<file path="src/rtl/tone_seq_pkg.sv">
`default_nettype none
// ============================================================================
// Module      : tone_seq_pkg
// Description : Shared types and default parameters for the tone sequencer.
//               Provides the sequencer state encoding and the default slot
//               count / field widths used by tone_sequencer and tone_gen.
// Revision    : 1.0 - initial release
// ============================================================================
package tone_seq_pkg;

  localparam int DEF_NUM_NOTES = 6;
  localparam int DEF_NOTE_W    = 8;
  localparam int DEF_DUR_W     = 36;

  typedef enum logic [1:0] {
    IDLE   = 2'd0,
    PLAY   = 2'd1,
    FINISH = 2'd2
  } tone_seq_state_t;

endpackage : tone_seq_pkg
`default_nettype wire

</file>
<file path="src/rtl/tone_gen.sv">
`default_nettype none
// ============================================================================
// Module      : tone_gen
// Description : Square-wave generator. pwm toggles every half_period clocks
//               while enabled; half_period == 0 is a rest (pwm held low,
//               counter held at 0). clear restarts the tone in phase.
// Ports       : clk         - system clock
//               reset       - asynchronous active-high reset
//               enable      - advance the tone counter this cycle
//               clear       - force counter and pwm to 0 (priority)
//               half_period - tone half-period N in clocks
//               pwm         - registered square-wave output
// Revision    : 1.0 - initial release
// ============================================================================
module tone_gen #(
  parameter int NOTE_W = 8
) (
  input  logic              clk,
  input  logic              reset,
  input  logic              enable,
  input  logic              clear,
  input  logic [NOTE_W-1:0] half_period,
  output logic              pwm
);

  logic [NOTE_W-1:0] cnt_q, cnt_d;
  logic              pwm_q, pwm_d;

  always_comb begin
    cnt_d = cnt_q;
    pwm_d = pwm_q;
    if (clear || (enable && (half_period == '0))) begin
      cnt_d = '0;
      pwm_d = 1'b0;
    end else if (enable) begin
      if (cnt_q == half_period - 1'b1) begin
        cnt_d = '0;
        pwm_d = ~pwm_q;
      end else begin
        cnt_d = cnt_q + 1'b1;
      end
    end
  end

  always_ff @(posedge clk or posedge reset) begin
    if (reset) begin
      cnt_q <= '0;
      pwm_q <= 1'b0;
    end else begin
      cnt_q <= cnt_d;
      pwm_q <= pwm_d;
    end
  end

  assign pwm = pwm_q;

endmodule : tone_gen
`default_nettype wire

</file>
<file path="src/rtl/tone_sequencer.sv">
`default_nettype none
// ============================================================================
// Module      : tone_sequencer
// Description : Plays a latched list of NUM_NOTES square-wave tones, each for
//               note_dur clocks (0 treated as 1). Zero-valued notes are rests.
//               Provides busy/done handshaking and a synchronous stop abort.
// Config      : TONE_SEQ_LOOP_EN - when defined, adds input 'loop'; loop=1 at
//               the end of the last note restarts from slot 0 without done.
// Ports       : clk, reset (async, active-high)
//               start    - begin playback (sampled in IDLE)
//               stop     - abort to IDLE (wins over start)
//               notes    - packed note half-periods, slot 0 in LSBs
//               note_dur - clocks per note
//               busy     - high while playing
//               done     - one-cycle pulse after the last note
//               note_idx - slot currently playing
//               pwm      - speaker output
// Revision    : 1.0 - initial release
// ============================================================================
module tone_sequencer
  import tone_seq_pkg::*;
#(
  parameter  int NUM_NOTES = DEF_NUM_NOTES,
  parameter  int NOTE_W    = DEF_NOTE_W,
  parameter  int DUR_W     = DEF_DUR_W,
  localparam int IDX_W     = (NUM_NOTES > 1) ? $clog2(NUM_NOTES) : 1
) (
  input  logic                        clk,
  input  logic                        reset,
  input  logic                        start,
  input  logic                        stop,
`ifdef TONE_SEQ_LOOP_EN
  input  logic                        loop,
`endif
  input  logic [NUM_NOTES*NOTE_W-1:0] notes,
  input  logic [DUR_W-1:0]            note_dur,
  output logic                        busy,
  output logic                        done,
  output logic [IDX_W-1:0]            note_idx,
  output logic                        pwm
);

  tone_seq_state_t             state_q;
  logic [NUM_NOTES*NOTE_W-1:0] notes_q;
  logic [DUR_W-1:0]            dur_q;
  logic [DUR_W-1:0]            dur_cnt_q;
  logic [IDX_W-1:0]            note_idx_q;
  logic                        busy_q;
  logic                        done_q;

  logic [NOTE_W-1:0]           w_note;
  logic                        w_dur_last;
  logic                        w_last_idx;
  logic                        w_loop;
  logic                        w_tone_en;
  logic                        w_tone_clr;

`ifdef TONE_SEQ_LOOP_EN
  assign w_loop = loop;
`else
  assign w_loop = 1'b0;
`endif

  // Half-period of the slot currently playing.
  always_comb begin
    w_note = '0;
    for (int i = 0; i < NUM_NOTES; i++) begin
      if (note_idx_q == IDX_W'(i)) begin
        w_note = notes_q[i*NOTE_W +: NOTE_W];
      end
    end
  end

  // A latched duration of 0 behaves as 1: every cycle is the last.
  assign w_dur_last = (dur_q == '0) ? 1'b1 : (dur_cnt_q == dur_q - 1'b1);
  assign w_last_idx = (note_idx_q == IDX_W'(NUM_NOTES - 1));

  // The tone restarts in phase whenever a note boundary, abort or
  // non-playing state is seen, so every note begins with pwm low.
  assign w_tone_en  = (state_q == PLAY);
  assign w_tone_clr = (state_q != PLAY) || stop || w_dur_last;

  always_ff @(posedge clk or posedge reset) begin
    if (reset) begin
      state_q    <= IDLE;
      notes_q    <= '0;
      dur_q      <= '0;
      dur_cnt_q  <= '0;
      note_idx_q <= '0;
      busy_q     <= 1'b0;
      done_q     <= 1'b0;
    end else begin
      done_q <= 1'b0;
      case (state_q)
        IDLE: begin
          if (start && !stop) begin
            state_q    <= PLAY;
            busy_q     <= 1'b1;
            notes_q    <= notes;
            dur_q      <= note_dur;
            note_idx_q <= '0;
            dur_cnt_q  <= '0;
          end
        end
        PLAY: begin
          if (stop) begin
            state_q    <= IDLE;
            busy_q     <= 1'b0;
            note_idx_q <= '0;
            dur_cnt_q  <= '0;
          end else if (w_dur_last) begin
            dur_cnt_q <= '0;
            if (!w_last_idx) begin
              note_idx_q <= note_idx_q + 1'b1;
            end else if (w_loop) begin
              note_idx_q <= '0;
            end else begin
              state_q <= FINISH;
              busy_q  <= 1'b0;
              done_q  <= 1'b1;
            end
          end else begin
            dur_cnt_q <= dur_cnt_q + 1'b1;
          end
        end
        FINISH: begin
          state_q    <= IDLE;
          note_idx_q <= '0;
        end
        default: begin
          state_q    <= IDLE;
          busy_q     <= 1'b0;
          note_idx_q <= '0;
          dur_cnt_q  <= '0;
        end
      endcase
    end
  end

  tone_gen #(
    .NOTE_W (NOTE_W)
  ) u_tone_gen (
    .clk         (clk),
    .reset       (reset),
    .enable      (w_tone_en),
    .clear       (w_tone_clr),
    .half_period (w_note),
    .pwm         (pwm)
  );

  assign busy     = busy_q;
  assign done     = done_q;
  assign note_idx = note_idx_q;

endmodule : tone_sequencer
`default_nettype wire

</file>
<file path="config.mk">
export PLATFORM = sky130hd
export DESIGN_NAME = tone_sequencer
export DESIGN_NICKNAME = d
export VERILOG_FILES = /design/src/rtl/tone_seq_pkg.sv /design/src/rtl/tone_gen.sv /design/src/rtl/tone_sequencer.sv
export SDC_FILE = /design/constraint.sdc
export NUM_CORES = 1
export LEC_CHECK = 0
export BUFFER_PORTS_ARGS = -buffer_cell sky130_fd_sc_hd__buf_2
export CORE_AREA = 2 2 114 199
export DETAILED_ROUTE_END_ITERATION = 7
export DIE_AREA = 0 0 116 201
export PLACE_DENSITY = 0.67
export SLEW_MARGIN = 10
export SYNTH_ARGS = -nofsm -noshare
export SYNTH_HDL_FRONTEND = slang
export SYNTH_SLANG_ARGS = --single-unit
export TNS_END_PERCENT = 100
</file>
<file path="constraint.sdc">
create_clock -name clk -period 4.08 [get_ports clk]
set_clock_uncertainty 0.15 [all_clocks]
set_input_delay 0.408 -clock clk [delete_from_list [all_inputs] [get_ports clk]]
set_output_delay 0.408 -clock clk [all_outputs]
set_load 0.03 [all_outputs]
</file>
==> After elaboration in Yosys (flattened, before gate mapping) <==
Index checks and enable logic that the tools add are counted.
{ "totals": {"elab_cells": 84, "register_bits": 136} }
{ "op_classes": {"n_reduce_logical": 18, "bitwise": 2, "addsub": 5, "mux": 36, "n_eq_ne": 14} }
{ "op_table": {"columns": ["cell", "n"], "rows": [
  ["$mux 36", 3],
  ["$pmux 36 s3", 1],
  ["$mux 8", 9],
  ["$add 36x1->36 const B", 1],
  ["$eq 36x36->1", 1],
  ["$logic_not 36->1", 1],
  ["$sub 36x1->36 const B", 1],
  ["$mux 1", 12],
  ["$mux 3", 4],
  ["$ne 3x3->1 const B", 3],
  ["$add 8x1->8 const B", 1],
  ["$eq 8x8->1", 1],
  ["$logic_not 8->1", 1],
  ["$mux 2", 4],
  ["$sub 8x1->8 const B", 1],
  ["$eq 3x2->1 const B", 2],
  ["$eq 3x3->1 const B", 2],
  ["$pmux 3 s2", 1],
  ["$reduce_and 2->1", 3],
  ["$reduce_and 3->1", 2],
  ["$pmux 2 s2", 1],
  ["$reduce_and 4->1", 1],
  ["$reduce_bool 2->1", 2],
  ["$add 3x1->3 const B", 1],
  ["other kinds (12)", 16]
]} }

==> Logic depth before layout (Yosys ltp) <==
Gate-level depths: netlist of run 1.
{ "depth": {"ltp_word": 12, "mapped_depth": 15, "ltp_nobuf": 12} }

==> Cells and area by module <==
From an unflattened synthesis of run 1, not the netlist that was laid out.
{ "hier_totals": {"hier_cells": 738, "area_unflattened_um2": 7634.8} }
{ "modules_own_cells": {"columns": ["mod", "instances", "area_per_inst_um2", "cells_each"], "rows": [
  ["tone_sequencer", 1, 6884.1, 652],
  ["tone_gen", 1, 750.7, 86]
]} }

==> Worst setup path after synthesis of run 1 <==
Ideal clock, no wire load.
{ "synth_path": {"path_kind": "register to register", "startpoint": "register note_idx_q[0], in the netlist note_idx[0]", "endpoint": "register u_tone_gen.cnt_q[2]", "setup_ps": 129, "t_arrival_ps": 3551, "required_time_ps": 3801, "stages_incl_launch_ff": 14, "period_less_slack_ps": 3830, "path_slack_ps": 250, "path_cell_list": "dfrtp_1 -> inv_1 -> ha_1 -> clkbuf_1 -> nand3b_1 -> a21oi_1 -> a311oi_1 -> nand2_1 -> nor3_1 -> mux2_2 -> a31o_2 -> a2111oi_0 -> nand4b_1 -> nor2_1"} }
{ "synth_via": {"elab_chain_cells": 12} }
{ "synth_rtl": {"columns": ["element", "line_no", "rtl"], "rows": [
  ["start: declaration", "tone_sequencer.sv:47", "logic [IDX_W-1:0] note_idx_q;"],
  ["start signal: assignment", "tone_sequencer.sv:114", "note_idx_q <= note_idx_q + 1'b1;"],
  ["$logic_not 3->1", "tone_sequencer.sv:68", "if (note_idx_q == IDX_W'(i)) begin"],
  ["$mux 8 (5 in series)", "tone_sequencer.sv:68", null],
  ["$mux 8 *", "tone_sequencer.sv:68", null],
  ["$sub 8x1->8", "tone_gen.sv:36", "if (cnt_q == half_period - 1'b1) begin"],
  ["$eq 8x8->1", "tone_gen.sv:36", null],
  ["$mux 8", "tone_gen.sv:36", null],
  ["$mux 8", "tone_gen.sv:35", "end else if (enable) begin"],
  ["$mux 8", "tone_gen.sv:32", "if (clear || (enable && (half_period == '0))) begin"],
  ["end signal: assignment", "tone_gen.sv:50", "cnt_q <= cnt_d;"],
  ["end: declaration", "tone_gen.sv:26", "logic [NOTE_W-1:0] cnt_q, cnt_d;"]
]} }
Every way passes the cells marked *; elsewhere a longest branch is shown, timed or not. The select of a mux whose other input is x is not followed.
A chain may end at the register's enable or synchronous reset.

==> Final worst setup path of run 1 <==
{ "layout_path": {"startpoint": "register dur_q[20]", "endpoint": "register note_idx_q[1], in the netlist note_idx[1]"} }
{ "layout_via": {"elab_chain_cells": 5} }
{ "layout_rtl": {"columns": ["element", "line_no", "rtl"], "rows": [
  ["start: declaration", "tone_sequencer.sv:45", "logic [DUR_W-1:0] dur_q;"],
  ["start signal: assignment", "tone_sequencer.sv:100", "dur_q <= note_dur;"],
  ["$sub 36x1->36", "tone_sequencer.sv:75", "assign w_dur_last = (dur_q == '0) ? 1'b1 : (dur_cnt_q == dur_q - 1'b1);"],
  ["$eq 36x36->1", "tone_sequencer.sv:75", null],
  ["$mux 1 *", "tone_sequencer.sv:75", null],
  ["$ne 3x3->1 (no source line) *", null, null],
  ["$reduce_and 3->1 (no source line) *", null, null]
]} }
Every way passes the cells marked *; elsewhere a longest branch is shown, timed or not.

==> results of run 1 <==
==> power breakdown <==
| group | internal [uW] | leakage (uW) | switching, uW |
|---|---|---|---|
| sequential | 1540 | 0.00171 | 196 |
| clock | 989 | 0.000292 | 592 |
| combinational | 432 | 0.00192 | 443 |
| total | 2960 | 0.00393 | 1230 |
==> flip-flops by register name, indices dropped and copies added, names as in the netlist <==
signal / flops
done: 1
note_idx: 3
u_tone_gen.cnt_q: 8
dur_cnt_q: 36
state_q: 2
busy: 1
u_tone_gen.pwm: 1
notes_q: 48
dur_q: 36
==> cell families after synthesis <==
logic type / share of synthesized area (%)
AO/OA/AOI/OAI: 10.0
XOR/XNOR: 10.3
adder cells (fa/ha/maj): 1.47
buffers and inverters: 3.49
flip-flops: 44.4
multiplexers: 11.3
AND/OR/NAND/NOR: 19.1
==> metrics by stage <==
stage	hold WS [ps]	utilization [%]	setup slack [ps]	std cells	total power, uW
floorplan	331	-	250	775	2300
global placement	343	40.0	247	1177	2600
detailed placement	348	40.0	134	1177	2630
CTS	11.6	42.8	109	1209	4230
global route	40.0	42.9	16.1	1210	4410
finish	26.5	42.9	235	1210	4190
==> final timing paths <==
check | depth (start not counted) | slack [ps] | end | start
hold reg to reg | 1 | 360 | notes_q[2] | notes_q[2]
setup reg to reg | 11 | 240 | note_idx[1] | dur_q[20]
min in group clk | 3 | 30 | dur_q[0] | note_dur[0]
hold / removal | 2 | 30 | notes_q[35] | reset
setup / recovery | 11 | 240 | note_idx[1] | dur_q[20]
max in group asynchronous | 3 | 2780 | notes_q[26] | reset
==> per-layer routing <==
| metal | vias to the layer above | part of all wire (%) |
|---|---|---|
| met5 | - | 0.12 |
| met1 | 2996 | 35 |
| li1 | 3005 | - |
| met2 | 156 | 54 |
| met3 | 71 | 3.5 |
| met4 | 4 | 6.9 |
==> cell usage in the layout (no fill, tap or decap), types with 5 or more instances in the layout <==
| master | Yosys | routed |
|---|---|---|
| dfrtp_1 | 136 | 136 |
| buf_2 | 4 | 93 |
| mux2_2 | 76 | 76 |
| nor2_1 | 75 | 74 |
| nand2_1 | 69 | 69 |
| xnor2_1 | 47 | 47 |
| buf_4 | 1 | 47 |
| xor2_1 | 43 | 43 |
| o21ai_0 | 32 | 32 |
| nor3_1 | 29 | 27 |
| nand3_1 | 26 | 26 |
| inv_1 | 26 | 25 |
| a21oi_1 | 21 | 21 |
| clkbuf_16 | 0 | 17 |
| nand4_1 | 13 | 13 |
| and3_1 | 11 | 11 |
| o211ai_1 | 10 | 10 |
| or3_1 | 9 | 9 |
| a31oi_1 | 8 | 8 |
| nor4_1 | 7 | 7 |
| ha_1 | 9 | 7 |
| nand3b_1 | 6 | 6 |
| nor3b_1 | 6 | 6 |
| nand2b_1 | 5 | 5 |
| a2bb2oi_1 | 5 | 5 |
| or4_1 | 5 | 5 |
==> final cells by class <==
class	count	area, um2
Antenna cell	1	2.50
Clock buffer	20	457
Clock inverter	12	150
Fill cell	2208	12400
Inverter	26	101
Multi-Input combinational cell	578	4030
Sequential cell	136	3400
Tap cell	296	370
Timing Repair Buffer	141	838
==> what timing repair did <==
action	in CTS	in global routing
setup endpoints to repair	0	28
hold endpoints to repair	0	0
gates resized for setup	0	7
buffers inserted	0	0
==> summary.txt, run 1 <==
# port buffers -> 93
Synth top area share -> 44.4%
Delay-heaviest family, CP -> simple AND/OR/NAND/NOR gates
Post-place instance area -> 0.00872 mm2
Maximum clock insertion buffer count -> 2
Synth Flop Type -> dfrtp_1
Clock transition at the registers of the reported paths -> 60 ps
Post-layout minimum cycle time -> 3840 ps
Detailed-route vias per instance -> 5.15
Share of layout cells above drive strength 1 -> 29.4%
Total gr overflow -> 0
CTS tree -> built
Total CTS buffers -> 17
Hold Crit Class -> in -> async
GRT busiest layer -> met2
Net total in the final layout -> 997
DRC Markers -> 0
Die Wd -> 116 um
Sequential area share after synthesis -> 44.4%
Worst EP required -> 4300 ps
Worst stage delay on the critical path -> 560 ps
Clock Sinks -> 136
Pin count of the biggest net entering global routing -> 58
First-pass GRT wire length -> 33.5 mm
Post-synth EDFFs -> 0
Leak -> 0.00393 uW
Slew HR -> 33.3%
Placer Congestion -> 0.996
GR Util All Layers -> 18.7%
Die Ht -> 201 um
Max Cap Viol -> 0
Synth Instances -> 775
Drt pass-1 iters -> 4
Setup crit start kind -> register
Post-synth top area cell -> dfrtp_1
Least-Margin Pin Slew -> 1000 ps
Top post-synthesis cells by count -> dfrtp_1, mux2_2, nor2_1
Cell chain of the critical path -> nor4_4, nand3_2, or4_4, a32o_1, or4_1, a2111o_1, nor3_2, a31oi_2, buf_4, or3_1, nand3_1
Ys async rst share -> 100%
WL final -> 20.4 mm
Netlist cell types -> 65
Setup TNS -> 0 ps
Synthesized area -> 0.00767 mm2
Detail Placement HPWL -> 15.8 mm
Ports -> 94
Critical path class -> reg -> reg
Fin. Hold Viols -> 0
Worst setup EP type -> register
Initial antenna violation count -> 3
Fmax -> 0.260 GHz
Pins Over Slew Limit -> 0
Outcome -> complete, no violations
Core Area -> 0.0218 mm2
Power Dens Cells -> 448 mW/mm2
Syn avg cell area -> 9.90 um2
Synth warn -> 0
Initial Util -> 35.2%
Vias -> 6232
#FFs+latches synth -> 136
Post-route ant nets -> 0
P&R area growth vs syn -> 22.0%
Final Setup Violations -> 0
Final Cell Area -> 0.00936 mm2
Most numerous cell in the Yosys netlist -> dfrtp_1
H-Tree Depth -> 4
Met1 Resource Use GR -> 18.6%
Net Count, Synth -> 872
RSZ-0062 raised after global routing -> no
Root Driver -> clkbuf_16
Final period utilization -> 94.2%
CP max-delay cell -> or4_4
CP bufs+invs -> 1
# rows -> 72
Initial DRC count -> 249
Worst VDD drop -> 0.260 mV
Vias in the first global route -> 6568
Hold-fix buffer count after cts -> 0
Drt wl/cell -> 16.9 um
Die area -> 0.0233 mm2
Clock Latency Late Sink -> 430 ps
M3 GR Usage -> 4.14%
Synth area leaders -> dfrtp_1, mux2_2, xnor2_1
Critical Path Fanout Max -> 6
Met2 Resource Use GR -> 33.4%
Worst Path Arrival -> 4060 ps
Note: power is estimated with default switching activity, not from simulation.
==> run 2: changes to the inputs <==
Settings changed: HOLD_SLACK_MARGIN set to 0.03.
==> summary.txt, run 2 (synthesized netlist as in run 1, its figures left out) <==
Critical Path Fanout Max -> 6
Biggest regs -> notes_q: 48 flops, dur_cnt_q: 36 flops, dur_q: 36 flops
Detailed-route vias per instance -> 5.15
Drt wl/cell -> 16.9 um
Vias -> 6251
Post-route ant nets -> 0
Initial DRC count -> 253
Maximum clock insertion buffer count -> 2
Die Wd -> 116 um
Most frequent cells in the layout -> dfrtp_1, buf_2, mux2_2
Max Cap Viol -> 0
Power Dens Cells -> 447 mW/mm2
Slew HR -> 33.0%
Hold Crit Class -> in -> async
Ports -> 94
Core Area -> 0.0218 mm2
Final period utilization -> 94.3%
Root Driver -> clkbuf_16
Flip-flop count of the largest register after layout -> 48
First-pass GRT wire length -> 33.5 mm
Clock Sinks -> 136
Setup TNS -> 0 ps
Least-Margin Pin Slew -> 1010 ps
Pin count of the biggest net entering global routing -> 58
Worst setup EP type -> register
P&R area growth vs syn -> 22.5%
CTS tree -> built
Worst VDD drop -> 0.260 mV
Total CTS buffers -> 17
H-Tree Depth -> 4
Share of layout cells above drive strength 1 -> 29.2%
Fin. Hold Viols -> 0
Drt pass-1 iters -> 4
GR Util All Layers -> 18.8%
Worst Path Arrival -> 4070 ps
DRC Markers -> 0
Clock Latency Late Sink -> 430 ps
Placer Congestion -> 0.996
Setup Fix Bufs, Post-CTS -> 0
Leak -> 0.00395 uW
Net total in the final layout -> 1001
Placed Instances -> 1177
Vias in the first global route -> 6587
Largest register by flop count -> notes_q
RSZ-0062 raised after global routing -> no
Post-layout minimum cycle time -> 3850 ps
Post-layout util -> 43.1%
# port buffers -> 93
Critical path class -> reg -> reg
Commonest non-fill, non-tap cell in the layout -> dfrtp_1
Pins Over Slew Limit -> 0
Initial antenna violation count -> 2
Detail Placement HPWL -> 15.8 mm
Setup crit start kind -> register
Worst EP required -> 4300 ps
WL final -> 20.5 mm
Layout Cells excl Fill -> 1214
Final Setup Violations -> 0
Die area -> 0.0233 mm2
Outcome -> complete, no violations
Initial Util -> 35.2%
Die Ht -> 201 um
Clock transition at the registers of the reported paths -> 60 ps
Total gr overflow -> 0
# rows -> 72
Fmax -> 0.260 GHz
[run 2: cell count changes in the layout (fill, tap and decap cells not counted), sizes merged]
cell         delta
dlygate4sd3     +4
[run 2: final cells by class]
cell class | instances | area (um2)
Clock inverter | 12 | 150
Timing Repair Buffer | 145 | 878
Sequential cell | 136 | 3400
Antenna cell | 1 | 2.50
Multi-Input combinational cell | 578 | 4030
Tap cell | 296 | 370
Inverter | 26 | 101
Fill cell | 2201 | 12400
Clock buffer | 20 | 457
[run 2: power breakdown]
part	total [uW]	leakage, uW	internal, uW	switching, uW
clock network	1580	0.000292	989	593
registers	1740	0.00171	1540	197
logic	878	0.00194	434	444
[run 2: critical path, cell delays in order, from the launching register on]
cell,delay [ps]
dfrtp_1,460
nor4_4,420
nand3_2,200
or4_4,560
a32o_1,220
or4_1,510
a2111o_1,310
nor3_2,140
a31oi_2,190
buf_4,210
or3_1,340
nand3_1,90
[run 2: path summary, 6_finish.rpt]
kind                            cells past startpoint          end   startpoint  slack (ps)
worst max-delay path                               11  note_idx[1]    dur_q[20]         230
worst min-delay path                                2  notes_q[35]        reset          30
worst max register to register                     11  note_idx[1]    dur_q[20]         230
worst min register to register                      1   notes_q[2]   notes_q[2]         360
max in group asynchronous                           3  notes_q[26]        reset        2780
min in group clk                                    3     dur_q[6]  note_dur[6]          50
[run 2: what timing repair did]
action | CTS | global route
hold buffers | 4 | 0
hold endpoints to repair | 4 | 0
setup endpoints to repair | 0 | 28
gates resized for setup | 0 | 7
[run 2: routing by layer]
layer / vias to the layer above / share of wire [%] / track usage, %
met5: - / 0.054 / 0
met4: 2 / 6.8 / 13.3
met3: 70 / 3.6 / 4.08
met2: 160 / 54 / 33.5
met1: 3002 / 35 / 18.6
li1: 3017 / - / -
[run 2: through the flow]
step	hold slack (ps)	setup slack, ps	cell area (um2)	power, uW
after floorplan	331	250	7670	2300
after detailed placement	348	134	8720	2630
after global routing	45.1	16.1	9400	4410
after CTS	33.8	109	9370	4240
after global placement	343	247	8720	2600
final	29.9	232	9400	4200
